===== config.mk =====
export PLATFORM = sky130hd
export DESIGN_NAME = instruction_fetch_unit
export DESIGN_NICKNAME = d
export VERILOG_FILES = /design/src/rtl/fetch_pkg.sv /design/src/rtl/fetch_fifo.sv /design/src/rtl/instruction_fetch_unit.sv
export SDC_FILE = /design/constraint.sdc
export NUM_CORES = 1
export LEC_CHECK = 0
export BUFFER_PORTS_ARGS = -buffer_cell sky130_fd_sc_hd__buf_2
export CAP_MARGIN = 10
export CORE_MARGIN = 2
export CORE_UTILIZATION = 45
export CTS_CLUSTER_SIZE = 25
export DETAILED_ROUTE_END_ITERATION = 10
export PLACE_DENSITY = 0.63
export SETUP_SLACK_MARGIN = 0.1
export SLEW_MARGIN = 20
export SYNTH_ARGS = -nofsm -noshare
export SYNTH_HDL_FRONTEND = slang
export SYNTH_SLANG_ARGS = --single-unit

===== constraint.sdc =====
create_clock -name clk -period 4.53 [get_ports clk]
set_input_delay 0.6795 -clock clk [delete_from_list [all_inputs] [get_ports clk]]
set_output_delay 0.6795 -clock clk [all_outputs]
set_load 0.02 [all_outputs]

===== src/rtl/fetch_pkg.sv =====
// Shared types and defaults for the instruction fetch unit and its buffer.
package fetch_pkg;

  typedef enum logic [1:0] {
    S_IDLE = 2'd0,
    S_WAIT = 2'd1,
    S_DROP = 2'd2
  } fetch_state_e;

  localparam int          DEFAULT_DEPTH    = 4;
  localparam logic [31:0] DEFAULT_RESET_PC = 32'h0000_0000;

  typedef struct packed {
    logic [31:0] word;
    logic [31:0] pc;
  } fetch_entry_t;

  function automatic logic [31:0] align_word(input logic [31:0] addr);
    return {addr[31:2], 2'b00};
  endfunction

endpackage


===== src/rtl/fetch_fifo.sv =====
// Instruction buffer: power-of-two ring of {word, pc} entries with flush.
module fetch_fifo
  import fetch_pkg::*;
#(
  parameter int DEPTH = DEFAULT_DEPTH
) (
  input  logic                     clk,
  input  logic                     reset_n,
  input  logic                     i_push,
  input  logic                     i_pop,
  input  logic                     i_flush,
  input  logic [63:0]              i_data,
  output logic [63:0]              o_data,
  output logic [$clog2(DEPTH):0]   o_count,
  output logic                     o_full,
  output logic                     o_empty
);

  localparam int              AW       = $clog2(DEPTH);
  localparam logic [AW:0]     FULL_CNT = DEPTH[AW:0];

  logic [AW-1:0] r_wr_ptr;
  logic [AW-1:0] r_rd_ptr;
  logic [AW:0]   r_count;
  logic [63:0]   r_mem [DEPTH];
  logic          w_push;
  logic          w_pop;

  assign o_full  = (r_count == FULL_CNT);
  assign o_empty = (r_count == '0);
  assign o_count = r_count;
  assign o_data  = r_mem[r_rd_ptr];
  assign w_push  = i_push & ~o_full;
  assign w_pop   = i_pop & ~o_empty;

  // Storage is cleared on reset so the head outputs read as zero until the first push.
  always_ff @(posedge clk or negedge reset_n) begin
    if (!reset_n) begin
      r_wr_ptr <= '0;
      r_rd_ptr <= '0;
      r_count  <= '0;
      for (int i = 0; i < DEPTH; i++) begin
        r_mem[i] <= '0;
      end
    end else if (i_flush) begin
      r_wr_ptr <= '0;
      r_rd_ptr <= '0;
      r_count  <= '0;
    end else begin
      if (w_push) begin
        r_mem[r_wr_ptr] <= i_data;
        r_wr_ptr        <= r_wr_ptr + 1'b1;
      end
      if (w_pop) begin
        r_rd_ptr <= r_rd_ptr + 1'b1;
      end
      case ({w_push, w_pop})
        2'b10:   r_count <= r_count + 1'b1;
        2'b01:   r_count <= r_count - 1'b1;
        default: r_count <= r_count;
      endcase
    end
  end

endmodule


===== src/rtl/instruction_fetch_unit.sv =====
// Fetch FSM, PC and single-outstanding memory request feeding a small instruction buffer.
module instruction_fetch_unit
  import fetch_pkg::*;
#(
  parameter logic [31:0] RESET_PC = DEFAULT_RESET_PC,
  parameter int          DEPTH    = DEFAULT_DEPTH
) (
  input  logic        clk,
  input  logic        reset_n,
  output logic        mem_req,
  output logic [31:0] mem_addr,
  input  logic        mem_ack,
  input  logic [31:0] mem_rdata,
  input  logic        redirect_valid,
  input  logic [31:0] redirect_pc,
  output logic [31:0] instruction,
  output logic [31:0] instr_pc,
  output logic        instr_valid,
  input  logic        instr_ready
);

  localparam int            CW        = $clog2(DEPTH) + 1;
  localparam logic [CW-1:0] DEPTH_CNT = DEPTH[CW-1:0];

  fetch_state_e  r_state;
  fetch_state_e  w_state_next;
  logic [31:0]   r_pc;
  logic [31:0]   w_pc_next;
  logic [31:0]   r_req_addr;
  logic          w_issue;
  logic          w_push;
  logic          w_pop;
  logic          w_full;
  logic          w_empty;
  logic [CW-1:0] w_count;
  fetch_entry_t  w_push_entry;
  fetch_entry_t  w_head;

  always_comb begin
    w_state_next = r_state;
    w_pc_next    = r_pc;
    w_issue      = 1'b0;
    w_push       = 1'b0;
    mem_req      = 1'b0;
    unique case (r_state)
      S_IDLE: begin
        if (redirect_valid) begin
          w_pc_next = align_word(redirect_pc);
        // Gating on reset_n keeps mem_req low while reset is held.
        end else if (reset_n && (w_count < DEPTH_CNT)) begin
          w_issue      = 1'b1;
          mem_req      = 1'b1;
          w_state_next = S_WAIT;
        end
      end
      S_WAIT: begin
        mem_req = 1'b1;
        if (redirect_valid) begin
          w_pc_next    = align_word(redirect_pc);
          w_state_next = mem_ack ? S_IDLE : S_DROP;
        end else if (mem_ack) begin
          w_push       = ~w_full;
          w_pc_next    = r_pc + 32'd4;
          w_state_next = S_IDLE;
        end
      end
      S_DROP: begin
        mem_req = 1'b1;
        if (redirect_valid) begin
          w_pc_next = align_word(redirect_pc);
        end
        if (mem_ack) begin
          w_state_next = S_IDLE;
        end
      end
      default: w_state_next = S_IDLE;
    endcase
  end

  // In DROP the PC may already hold the redirect target, so the bus address comes from r_req_addr.
  assign mem_addr     = (r_state == S_IDLE) ? r_pc : r_req_addr;
  assign w_push_entry = {mem_rdata, r_req_addr};
  assign w_pop        = instr_valid & instr_ready;
  assign instr_valid  = ~w_empty;
  assign instruction  = w_head.word;
  assign instr_pc     = w_head.pc;

  always_ff @(posedge clk or negedge reset_n) begin
    if (!reset_n) begin
      r_state    <= S_IDLE;
      r_pc       <= RESET_PC;
      r_req_addr <= RESET_PC;
    end else begin
      r_state <= w_state_next;
      r_pc    <= w_pc_next;
      if (w_issue) begin
        r_req_addr <= r_pc;
      end
    end
  end

  fetch_fifo #(
    .DEPTH (DEPTH)
  ) u_fifo (
    .clk     (clk),
    .reset_n (reset_n),
    .i_push  (w_push),
    .i_pop   (w_pop),
    .i_flush (redirect_valid),
    .i_data  (w_push_entry),
    .o_data  (w_head),
    .o_count (w_count),
    .o_full  (w_full),
    .o_empty (w_empty)
  );

endmodule


**Yosys cells after proc, flatten, opt, wreduce, memory -nomap -nowiden**

Cells that the tools add are included.

- Bits in registers: 329
- Output and inout port bits: 98
- Word-level logic and storage cells: 79

- Add/sub/neg operators: 5
- $lt $le $gt $ge: 4
- Eq/ne operators: 9
- Muxes and demuxes: 30
- Bitwise operators: 8
- Reduce and logical (&&, ||, !) cells: 13

Operator list:

| kind | number |
|---|---|
| 256-bit bitwise mux | 1 |
| 64-bit two-way mux | 3 |
| 64-bit binary-select mux with 2-bit select | 1 |
| 64-bit demux with 2-bit select | 1 |
| 32-bit two-way mux | 4 |
| 32-bit one-hot mux with 2 select lines | 1 |
| 32-bit by 3-bit adder with 32-bit output (second input constant) | 1 |
| 2-bit two-way mux | 9 |
| 3-bit greater-or-equal comparator (second input constant) | 2 |
| 1-bit two-way mux | 6 |
| 2-bit NOT with 3-bit output | 2 |
| 2-bit one-hot mux with 3 select lines | 1 |
| 3-bit one-hot mux with 2 select lines | 1 |
| 2-bit nonzero test | 3 |
| 2-bit by 1-bit adder with 2-bit output (second input constant) | 2 |
| 2-bit by 1-bit == test with 1-bit output (second input constant) | 2 |
| 2-bit == test (second input constant) | 2 |
| 2-bit inequality test (second input constant) | 2 |
| 2-bit AND reduction | 2 |
| 2-bit OR reduction | 2 |
| 3-bit by 1-bit adder with 3-bit output (second input constant) | 1 |
| 1-bit bitwise AND | 3 |
| 3-bit == test (second input constant) | 1 |
| 3-bit logical NOT | 1 |
| 12 further kinds | 15 |

**Longest topological paths before layout**

- Depth in word-level cells: 9
- Depth in mapped cells: 9

**Hierarchy**

Synthesis repeated with hierarchy kept, for this count alone.

- Cell total of the unflattened synthesis: 1050
- Area total of the unflattened synthesis: 15144.5 um2

By module, submodules not included:

| module | times used | cells an instance | area an instance (um2) | sequential area each (um2) |
|---|---|---|---|---|
| fetch_fifo | 1 | 678 | 11453.5 | 6581.3 |
| instruction_fetch_unit | 1 | 372 | 3691.0 | 1551.5 |

**Worst setup path after synthesis**

Ideal clock, no wire load.

- Path type: register to output
- From: register r_state[1]
- To: output port mem_req
- Data arrival time: 1.730 ns
- Required time: 3.851 ns
- Path slack: 2.121 ns
- Cell stages (with the launch flop): 9
- Path buffers: 3
- Cells stage by stage: dfrtp_1 > inv_1 > ha_1 > clkbuf_1 > and3_1 > clkbuf_1 > buf_2 > nor2_1 > nor2_1

- Longest elaborated chain between the ends: 3
- Elaborated cells between the ends (all ways): 5
- Those cells by class: eq/ne: 2; mux: 1; reduce/logical: 2

Ends and longest elaborated chain:

| element | RTL line | source |
|---|---|---|
| from (decl) | instruction_fetch_unit.sv:25 | `fetch_state_e r_state;` |
| from (signal assigned) | instruction_fetch_unit.sv:94 | `r_state <= w_state_next;` |
| 2-bit == test or 2-bit by 1-bit == test with 1-bit output (tied branches) | instruction_fetch_unit.sv:45 | `unique case (r_state)` |
| 2-bit OR reduction (no line) | - |  |
| 1-bit one-hot mux with 2 select lines (*) | instruction_fetch_unit.sv:45 |  |
| to (decl) | instruction_fetch_unit.sv:10 | `output logic mem_req,` |

Mark *: on every way between the ends. The rest lies on a longest branch, timed or not.

**Final worst setup path**

Same ends and word-level chain as after synthesis.

==> impl_metrics.py <==
metrics = {
    "outcome": {
        "outcome": "completed",
    },
    "route": {
        "drt_first_pass_iters": 4,
        "wire_per_inst_um": 20.14,
        "drt-vias-per-instance": 5.492,
        "first_iter_violations": 476,
        "drt.antenna.violating_nets": 0,
        "wirelength_mm": 32.48,
        "detail_route.drc_violations": 0,
        "route.vias.total": 8859,
    },
    "yosys": {
        "yosysWarnings": 0,
        "synth_area_leaders": "sky130_fd_sc_hd__dfrtp_1 54%, sky130_fd_sc_hd__mux2_2 22%, sky130_fd_sc_hd__mux4_2 9.4%",
        "syn_area_per_cell_sq_um": 14.84,
        "synth_cells": 999,
        "most_used_flip_flop_cell_after_synthesis": "sky130_fd_sc_hd__dfrtp_1",
        "synth.largest_area_cell": "sky130_fd_sc_hd__dfrtp_1",
        "async_reset_ff_share_pct": 100.0,
        "synth.yosys.seq_area_share_pct": 53.52,
        "synth-edff-count": 0,
        "synth_most_common_cell": "sky130_fd_sc_hd__dfrtp_1",
        "synthDominantCellAreaShare_pct": 53.52,
        "ys_top_cells_by_count": "317 x sky130_fd_sc_hd__dfrtp_1, 284 x sky130_fd_sc_hd__mux2_2, 62 x sky130_fd_sc_hd__mux4_2",
        "netlist-cell-type-count": 53,
        "yosys_register_bits": 317,
        "mappedNetlistArea_sq_um": 14820,
    },
    "worst_setup_path": {
        "cp.arrival_ns": 2.60,
        "setup.worst_path.class": "reg -> out",
        "rr_worst_depth": 6,
        "end_kind": "output pin",
        "startpoint_of_the_most_critical_register_to_register_path": "r_state[0]",
        "critical_path.startpoint_type": "register",
        "critical_path_maximum_fanout": 35,
        "crit_required_ns": 3.85,
        "ff_to_ff_end": "r_pc[19]",
        "reg2reg_slack_ns": 1.47,
    },
    "placement": {
        "post_dp_cell_area_sq_um": 15810,
        "dp_hpwl_mm": 18.90,
        "gpl_congestion": 0.7637,
        "io_buffer_count": 160,
    },
    "grt": {
        "grt_first_pass_wirelength_mm": 51.48,
        "grt_use_total_pct": 19.16,
        "grt_remaining_overflow": 0,
        "grt_pass1_vias": 9311,
        "initial_antenna_violation_count": 2,
        "grt_max_degree": 133,
    },
    "timing": {
        "timing.final.hold_violations": 0,
        "fin_worst_skew_ns": 0.01512,
        "fmax_ghz": 0.3048,
        "final.min_clock_period_ns": 3.281,
        "slew-limit-headroom_pct": 24.14,
        "unrepaired_setup_endpoints_after_global_routing": "no",
        "timing.final.crit_share_pct": 72.43,
        "setup_viol_count_final": 0,
        "max_slew.worst_pin.slew_ns": 1.138,
        "totalNegativeSetupSlack_ns": 0,
        "timing_max_transition_violations_final": 0,
    },
    "clock_network": {
        "cts_num_sinks": 317,
        "cts.repair.resized": 0,
        "clockRootBuffer": "sky130_fd_sc_hd__clkbuf_16",
        "cts_tree": "done",
        "cts_htree_levels": 2,
        "cts.hold.buffers_added": 0,
        "clockBufferDepth": 3,
        "cts_setup_buffers": 0,
        "numCtsBuffers": 37,
        "clk-insertion-delay-late_ns": 0.51,
        "clk_transition_reported_paths_ns": 0.06,
    },
    "finish": {
        "design.final.nets": 1219,
        "final-seq-area_sq_um": 7940,
        "fill_cells": 2783,
        "multi_input_comb_area_sq_um": 6390,
        "fin_area_sq_um": 17160,
        "area_delta_synth_final_pct": 15.74,
        "proportion_of_layout_cells_with_a_drive_suffix_above_1_pct": 50.43,
    },
    "floorplanning": {
        "floorplan.die.height_um": 185.5,
        "floorplan.core_area_sq_um": 32450,
        "boundaryPins": 167,
        "placement_rows": 66,
        "total_die_area_sq_um": 34410,
        "initial_core_util_pct": 45.67,
        "die_w_um": 185.5,
    },
    "power": {
        "pleak_uw": 0.007912,
        "power_per_cell_area_nw_per_um2": 707.2,
        "max-vdd-ir-drop_mv": 0.5263,
    },
    "hold_path": {
        "worst_hold_path_type": "in -> async",
    },
    "flow_run": {
        "max-cap-violations": 0,
    },
}
[registers in the layout, indices dropped and copies added (netlist names)]
name	count
u_fifo.r_mem	248
u_fifo.o_count	3
r_req_addr	30
u_fifo.r_wr_ptr	2
r_state	2
r_pc	30
u_fifo.r_rd_ptr	2
[worst max-delay path by stage]
stage	start	to	slack (ns)
after global routing	r_state[1]	mem_req	1.04
after CTS	u_fifo.r_rd_ptr[0]	instr_pc[28]	1.18
after floorplan	r_state[1]	mem_req	2.12
after global placement	redirect_valid	u_fifo.r_mem[189]	1.48
final	r_state[1]	mem_req	1.25
after detailed placement	redirect_valid	u_fifo.r_mem[189]	1.46
[worst max-delay path, cell delays in order, from the launching register on]
cell and delay (ns):
sky130_fd_sc_hd__dfrtp_1 0.41, sky130_fd_sc_hd__inv_1 0.13, sky130_fd_sc_hd__ha_2 0.85, sky130_fd_sc_hd__and3_1 0.34, sky130_fd_sc_hd__nor2_1 0.05, sky130_fd_sc_hd__nor2_1 0.10
sky130_fd_sc_hd__buf_2 0.20
[power by group]
group	leakage, uW	internal, uW	switching (uW)
Clock	0.000658	2040	1150
Sequential	0.00410	3730	832
Combinational	0.00315	2140	2250
Total	0.00791	7900	4230
[cell type report]
class                      instances  area share [%]
sequential                       317           46.28
multi-input combinational        607           37.24
clock buffer                      56           6.702
timing repair buffer             168           5.222
tap                              442           3.223
clock inverter                    11           1.087
inverter                           9          0.1969
antenna                            3         0.04376
[metal layers]
metal | track usage, % | vias to the layer above | part of all wire [%]
met3 | 3.874 | 43 | 6.5
met1 | 27.08 | 4578 | 46
met2 | 30.52 | 211 | 46
li1 | - | 4027 | -
met4 | 4.667 | 0 | 1.7
met5 | 0 | - | 0
[kinds of logic after synthesis]
kind of cell	Yosys count	share of synthesized area, %
DFF	317	53.52
muxes	374	33.09
and+or+nand+nor	115	4.465
buffers and inverters	78	3.596
xor gates and xnor gates	3	0.1773
AOI/OAI and AO/OA	101	4.237
adders and majority gates	10	0.8948
other	1	0.02530
[layout by cell type (no fill, tap or decap), types with 5 or more instances in the layout]
master	instances
sky130_fd_sc_hd__a211oi_1	5
sky130_fd_sc_hd__a21oi_1	34
sky130_fd_sc_hd__a311oi_1	8
sky130_fd_sc_hd__and3_1	9
sky130_fd_sc_hd__and4_1	5
sky130_fd_sc_hd__buf_2	159
sky130_fd_sc_hd__buf_4	6
sky130_fd_sc_hd__bufinv_16	5
sky130_fd_sc_hd__clkbuf_1	6
sky130_fd_sc_hd__clkbuf_16	39
sky130_fd_sc_hd__clkbuf_8	11
sky130_fd_sc_hd__dfrtp_1	315
sky130_fd_sc_hd__ha_1	8
sky130_fd_sc_hd__inv_1	9
sky130_fd_sc_hd__mux2_1	24
sky130_fd_sc_hd__mux2_2	284
sky130_fd_sc_hd__mux4_2	62
sky130_fd_sc_hd__nand2_1	26
sky130_fd_sc_hd__nand3_1	11
sky130_fd_sc_hd__nand4_1	7
sky130_fd_sc_hd__nor2_1	24
sky130_fd_sc_hd__nor3_1	6
sky130_fd_sc_hd__o21ai_0	23
sky130_fd_sc_hd__o22ai_1	7
sky130_fd_sc_hd__or3_1	9
[per-stage QoR]
stage               hold WS, ns  std cells  setup slack, ns  util, %  total power [uW]
global route             0.1847       1610            1.040    52.84             12870
floorplan                0.3839       1002            2.121        -              7646
global placement         0.4682       1543            1.481    48.72              8946
CTS                      0.1672       1610            1.178    52.84             12300
finish                   0.1493       1613            1.249    52.86             12130
detailed placement       0.4772       1543            1.458    48.72              9048
Power figures use the tool's default switching activity.
